### config.mk
export PLATFORM = sky130hd
export DESIGN_NAME = i_ref_dac_spi
export DESIGN_NICKNAME = d
export VERILOG_FILES = /design/src/rtl/i_ref_dac_spi.sv
export SDC_FILE = /design/constraint.sdc
export NUM_CORES = 1
export LEC_CHECK = 0
export ABC_AREA = 1
export CAP_MARGIN = 20
export CORE_UTILIZATION = 58
export CTS_BUF_LIST = sky130_fd_sc_hd__clkbuf_4 sky130_fd_sc_hd__clkbuf_8
export CTS_CLUSTER_SIZE = 16
export DETAILED_ROUTE_END_ITERATION = 8
export PLACE_DENSITY = 0.82
export RECOVER_POWER = 100
export SYNTH_ARGS = -nofsm -noshare
export SYNTH_HDL_FRONTEND = slang
export SYNTH_SLANG_ARGS = --single-unit
### constraint.sdc
create_clock -name clk -period 2.1 [get_ports clk]
set_input_delay 0.42 -clock clk [delete_from_list [all_inputs] [get_ports clk]]
set_output_delay 0.42 -clock clk [all_outputs]
set_load 0.01 [all_outputs]
### src/rtl/i_ref_dac_spi.sv
// rtl/i_ref_dac_spi.sv - serial DAC writer for the control loop current reference
module i_ref_dac_spi #(
  parameter int         BUS_WIDTH = 10,
  parameter logic [3:0] CMD       = 4'b0011,
  parameter int         CLK_DIV   = 4,
  parameter int         CS_HIGH   = 2
) (
  input  logic                 clk,
  input  logic                 rst,
  input  logic                 enable,
  input  logic [BUS_WIDTH-1:0] i_ref_in,
  output logic                 sclk,
  output logic                 mosi,
  output logic                 cs_n,
  output logic                 busy,
  output logic                 done,
  output logic [BUS_WIDTH-1:0] i_ref_sent
);

  localparam int DW = $clog2(CLK_DIV) + 1;
  localparam int HW = $clog2(CS_HIGH) + 1;
  localparam logic [DW-1:0] DIV_LOAD  = DW'(CLK_DIV - 1);
  localparam logic [HW-1:0] HOLD_LOAD = HW'(CS_HIGH - 1);

  typedef enum logic [2:0] {
    IDLE,
    SETUP,
    SHIFT,
    TAIL,
    HOLD
  } state_t;

  state_t               state;
  logic [DW-1:0]        div_cnt;
  logic [HW-1:0]        hold_cnt;
  logic [3:0]           bit_cnt;
  logic [14:0]          frame_sr;
  logic [BUS_WIDTH-1:0] latched;
  logic                 pending;

  logic [11:0]          ref_just;
  logic [15:0]          next_frame;
  logic                 start_ok;
  logic                 start_now;

  // Build the outgoing frame and decide whether a new frame may begin; the end
  // of HOLD counts as an idle slot so back-to-back frames lose no cycle.
  always_comb begin
    ref_just   = 12'(i_ref_in) << (12 - BUS_WIDTH);
    next_frame = {CMD, ref_just};
    start_ok   = enable && (pending || (i_ref_in != i_ref_sent));
    start_now  = start_ok && ((state == IDLE) || ((state == HOLD) && (hold_cnt == '0)));
  end

  // Frame sequencer: SETUP, 16 sclk periods, trailing low phase, then cs_n high time.
  always_ff @(posedge clk or negedge rst) begin
    if (!rst) begin
      state      <= IDLE;
      div_cnt    <= '0;
      hold_cnt   <= '0;
      bit_cnt    <= '0;
      frame_sr   <= '0;
      latched    <= '0;
      pending    <= 1'b1;
      sclk       <= 1'b0;
      mosi       <= 1'b0;
      cs_n       <= 1'b1;
      busy       <= 1'b0;
      done       <= 1'b0;
      i_ref_sent <= '0;
    end else begin
      done <= 1'b0;
      if (start_now) begin
        state    <= SETUP;
        pending  <= 1'b0;
        latched  <= i_ref_in;
        frame_sr <= next_frame[14:0];
        mosi     <= next_frame[15];
        cs_n     <= 1'b0;
        busy     <= 1'b1;
        div_cnt  <= DIV_LOAD;
        bit_cnt  <= 4'd15;
      end else begin
        case (state)
          IDLE: begin
            busy <= 1'b0;
          end
          SETUP: begin
            if (div_cnt == '0) begin
              sclk    <= 1'b1;
              div_cnt <= DIV_LOAD;
              state   <= SHIFT;
            end else begin
              div_cnt <= div_cnt - 1'b1;
            end
          end
          SHIFT: begin
            if (div_cnt == '0) begin
              div_cnt <= DIV_LOAD;
              if (sclk) begin
                sclk <= 1'b0;
                if (bit_cnt == 4'd0) begin
                  state <= TAIL;
                end else begin
                  mosi     <= frame_sr[14];
                  frame_sr <= {frame_sr[13:0], 1'b0};
                  bit_cnt  <= bit_cnt - 1'b1;
                end
              end else begin
                sclk <= 1'b1;
              end
            end else begin
              div_cnt <= div_cnt - 1'b1;
            end
          end
          TAIL: begin
            if (div_cnt == '0) begin
              state      <= HOLD;
              cs_n       <= 1'b1;
              mosi       <= 1'b0;
              done       <= 1'b1;
              i_ref_sent <= latched;
              hold_cnt   <= HOLD_LOAD;
            end else begin
              div_cnt <= div_cnt - 1'b1;
            end
          end
          HOLD: begin
            if (hold_cnt == '0) begin
              state <= IDLE;
              busy  <= 1'b0;
            end else begin
              hold_cnt <= hold_cnt - 1'b1;
            end
          end
          default: begin
            state <= IDLE;
          end
        endcase
      end
    end
  end

endmodule

==> summary.md, run 1 <==
| Metric | Value |
|---|---|
| Ratio of final minimum period to clock period | `89.5%` |
| Critical Path, Cell by Cell | `nor3_1 > nand2_1 > nor2_8 > inv_4 > nand2_2 > inv_2 > nand2_1 > o21ai_0` |
| Start point of the critical path | `state[0]` |
| First drt pass iteration count | `4` |
| Number of synthesized register bits | `51` |
| Die Span X | `66.5 um` |
| Clock Path Buffers | `2` |
| Synthesized Nets | `319` |
| CTS clk-pin slew, worst paths | `0.09 ns` |
| Worst Clk Skew | `0.0121 ns` |
| Worst endpoint data arrival time | `2.07 ns` |
| GRT overflow | `0` |
| Share of the yosys chip area belonging to registers | `53.0%` |
| End-of-flow core utilization | `71.9%` |
| Vias in the first global route | `1904` |
| Critical Path End Type | `flip-flop` |
| Most common cell after layout, fill and taps aside | `sky130_fd_sc_hd__nand2_1` |
| Worst slew margin relative to its limit | `16.1%` |
| Setup CP Type | `reg -> reg` |
| WHS | `0.451 ns` |
| Number of design-rule violations left by the first detailed-router iteration | `158` |
| Post-route ant nets | `0` |
| Number of clock buffers inserted by TritonCTS | `5` |
| YS warnings | `0` |
| Area used by sequential logic in the layout | `0.00128 sq mm` |
| Die area | `0.00442 sq mm` |
| Number of standard cells in the final layout excluding fillers | `388` |
| Num rows | `23` |
| Number of buffers added on ports | `27` |
| RSZ-0062 raised after global routing | `no` |
| Hold-fix buffers at CTS | `0` |
| Initial antenna violation count | `0` |
| Clk sink count | `51` |
| Busiest layer in global routing | `met2` |
| Worst-margin pin slew | `1.26 ns` |
| Startpoint Class | `flip-flop` |
| Gates resized, CTS repair | `0` |
| Avg WL per Cell | `13.3 um` |
| DP HPWL | `3.56 mm` |
| Final non-filler cell area | `0.00288 sq mm` |
| Final Critical Period | `1.88 ns` |
| Max FO, Critical Path | `11` |
| Placed cells | `380` |
| GR Layer Usage met3 | `5.48%` |
| Leakage Power | `1.54 nW` |
| DRC violations left | `0` |
| Number of inserted diodes | `0` |
| Setup violators final | `0` |
| Crit-path leading delay family | `simple AND/OR/NAND/NOR gates` |
| Via count of the routed design | `2026` |
| Area of the multi-input gates | `892 sq um` |
| H-tree levels | `2` |
| Global Route met1 Usage | `35.6%` |
| Worst r2r src | `state[0]` |
| Number of inserted filler cells in the final layout | `319` |
| Min-delay worst type | `reg -> reg` |
| Number of failing hold endpoints at the final stage | `0` |
| Min-delay src | `pending` |
| Max VDD drop | `0.462 mV` |
| Crit-path slowest cell | `sky130_fd_sc_hd__dfrtp_1` |
| Clock insertion delay at the later pin of the skew report | `0.31 ns` |
| Initial Utilization | `60.3%` |
| Proportion of layout cells with a drive suffix above 1 | `7.40%` |
| Count of mapped cells out of synthesis | `302` |
| Required time of the critical path | `2.29 ns` |
| Vertical extent of the die | `66.5 um` |
| Routed Wire Length | `5.14 mm` |
| GR Util met2 | `43.4%` |
| Outcome | `finished, final reports clean` |
| Average instance area after synthesis | `7.99 sq um` |
| FMAX | `532 MHz` |
| Peak per-stage delay on the critical path | `0.41 ns` |
| Number of maximum-capacitance constraint violations | `0` |
| Yosys cell types | `26` |
| Final weighted congestion in routability-driven placement | `0.887` |
| Post-layout nets | `354` |
| Average via count per standard cell | `5.22` |
| Total cell area at the placement stage | `0.00278 sq mm` |
| I/O pins | `28` |
| Root Buffer | `sky130_fd_sc_hd__clkbuf_8` |
| Netlist area before placement | `0.00241 sq mm` |
| GRT Total Usage | `26.9%` |
| Cell seen most often among critical-path stages | `sky130_fd_sc_hd__nand2_1` |
| Buffers and inverters on the worst path | `2` |
| Highest-count cells in the layout ignoring fill and taps | `sky130_fd_sc_hd__nand2_1 (117), sky130_fd_sc_hd__dfrtp_1 (49), sky130_fd_sc_hd__inv_1 (44)` |
| Area of the placeable core | `0.00400 sq mm` |
| Total Power Consumption | `1.85 mW` |
| Pin count of the biggest net entering global routing | `52` |
| Post-CTS Setup Inserts | `0` |
| CTS tree | `yes` |
| Cell area power density | `642 mW/mm^2` |
| Post-synthesis to final-layout area growth | `19.2%` |
| First-pass GRT wire length | `8.63 mm` |
| Number of slew-limit violations in the final report | `0` |
## routing by layer
metal | vias to the layer above | routed length, um
met2 | 35 | 2460
met5 | - | 0
met3 | 12 | 184
met4 | 0 | 96
li1 | 1002 | -
met1 | 977 | 2410
## worst paths after layout
kind                            cells after the start            to  slack, ns
worst max register to register                      8  frame_sr[14]       0.22
worst min-delay path                                2       pending       0.45
max in group asynchronous                           2          done       0.88
min in group asynchronous                           2          busy       0.46
worst min register to register                      2       pending       0.45
worst max-delay path                                8  frame_sr[14]       0.22
## area by class of cell
class                      count  share of cell area (%)
clock buffer                   6                    2.65
clock inverter                 2                    2.09
inverter                      47                    6.22
multi-input combinational    197                    31.0
sequential                    51                    44.5
tap                           50                    2.17
timing repair buffer          35                    11.4
## state kept, by name, indices dropped and copies added, names as in the netlist
| register | count |
|---|---|
| frame_sr | 13 |
| hold_cnt | 2 |
| i_ref_sent | 10 |
| latched | 10 |
| state | 3 |
| sclk | 1 |
| busy | 1 |
| pending | 1 |
| div_cnt | 3 |
| done | 1 |
| mosi | 1 |
| cs_n | 1 |
| bit_cnt | 4 |
## through the flow
stage	TNS, ns	setup WS [ns]
global placement	0	0.0313
finish	0	0.220
floorplan	0	0.512
CTS	0	0.302
global route	0	0.0593
detailed placement	-0.00225	-0.00225
## power by group
part	internal, mW	switching, mW
Sequential	0.981	0
Clock	0.489	0.315
Combinational	0.0256	0.0366
## Yosys cell counts
library cell	count	area share, %
sky130_fd_sc_hd__xor2_1	1	0.36
sky130_fd_sc_hd__nor2_1	11	1.7
sky130_fd_sc_hd__buf_2	5	1.0
sky130_fd_sc_hd__nand2_1	116	18
sky130_fd_sc_hd__nand3_1	24	5.0
sky130_fd_sc_hd__ha_1	4	2.1
sky130_fd_sc_hd__nor3_1	1	0.21
sky130_fd_sc_hd__nand4_1	2	0.52
sky130_fd_sc_hd__o221ai_1	1	0.36
sky130_fd_sc_hd__buf_6	2	0.93
sky130_fd_sc_hd__inv_1	43	6.7
sky130_fd_sc_hd__or2_2	1	0.26
sky130_fd_sc_hd__nor2_8	1	0.83
sky130_fd_sc_hd__o21ai_0	16	3.3
sky130_fd_sc_hd__inv_2	3	0.47
sky130_fd_sc_hd__o211ai_1	2	0.62
sky130_fd_sc_hd__nand2_2	4	1.0
sky130_fd_sc_hd__dfstp_2	2	2.2
sky130_fd_sc_hd__dfrtp_1	49	51
sky130_fd_sc_hd__nor2_2	1	0.26
sky130_fd_sc_hd__inv_4	1	0.26
sky130_fd_sc_hd__o22ai_1	1	0.26
sky130_fd_sc_hd__a31oi_1	1	0.26
sky130_fd_sc_hd__o21ai_1	3	0.62
sky130_fd_sc_hd__a21oi_1	6	1.2
sky130_fd_sc_hd__nor3_4	1	0.67
## tightest hold or removal path, delay by kind of cell, from the launching register on
kind,cells,cell delay [ns]
flip-flops,1,0.38
buffers and inverters,1,0.04
AND/OR/NAND/NOR,1,0.04
## cells by family after synthesis
| kind of cell | count (synthesis) | synth area share (%) |
|---|---|---|
| compound gates | 30 | 6.69 |
| xor+xnor | 1 | 0.363 |
| fa+ha+maj | 4 | 2.07 |
| buf+inv | 54 | 9.38 |
| flops | 51 | 53.0 |
| simple gates | 162 | 28.5 |
No activity file was read; power rests on OpenSTA's default activity.
==> run 2: changes to the inputs <==
HOLD_SLACK_MARGIN = 0.08   (was unset)
==> results of run 2 <==
The final DEF is identical to that of run 1; final timing and power are the same.
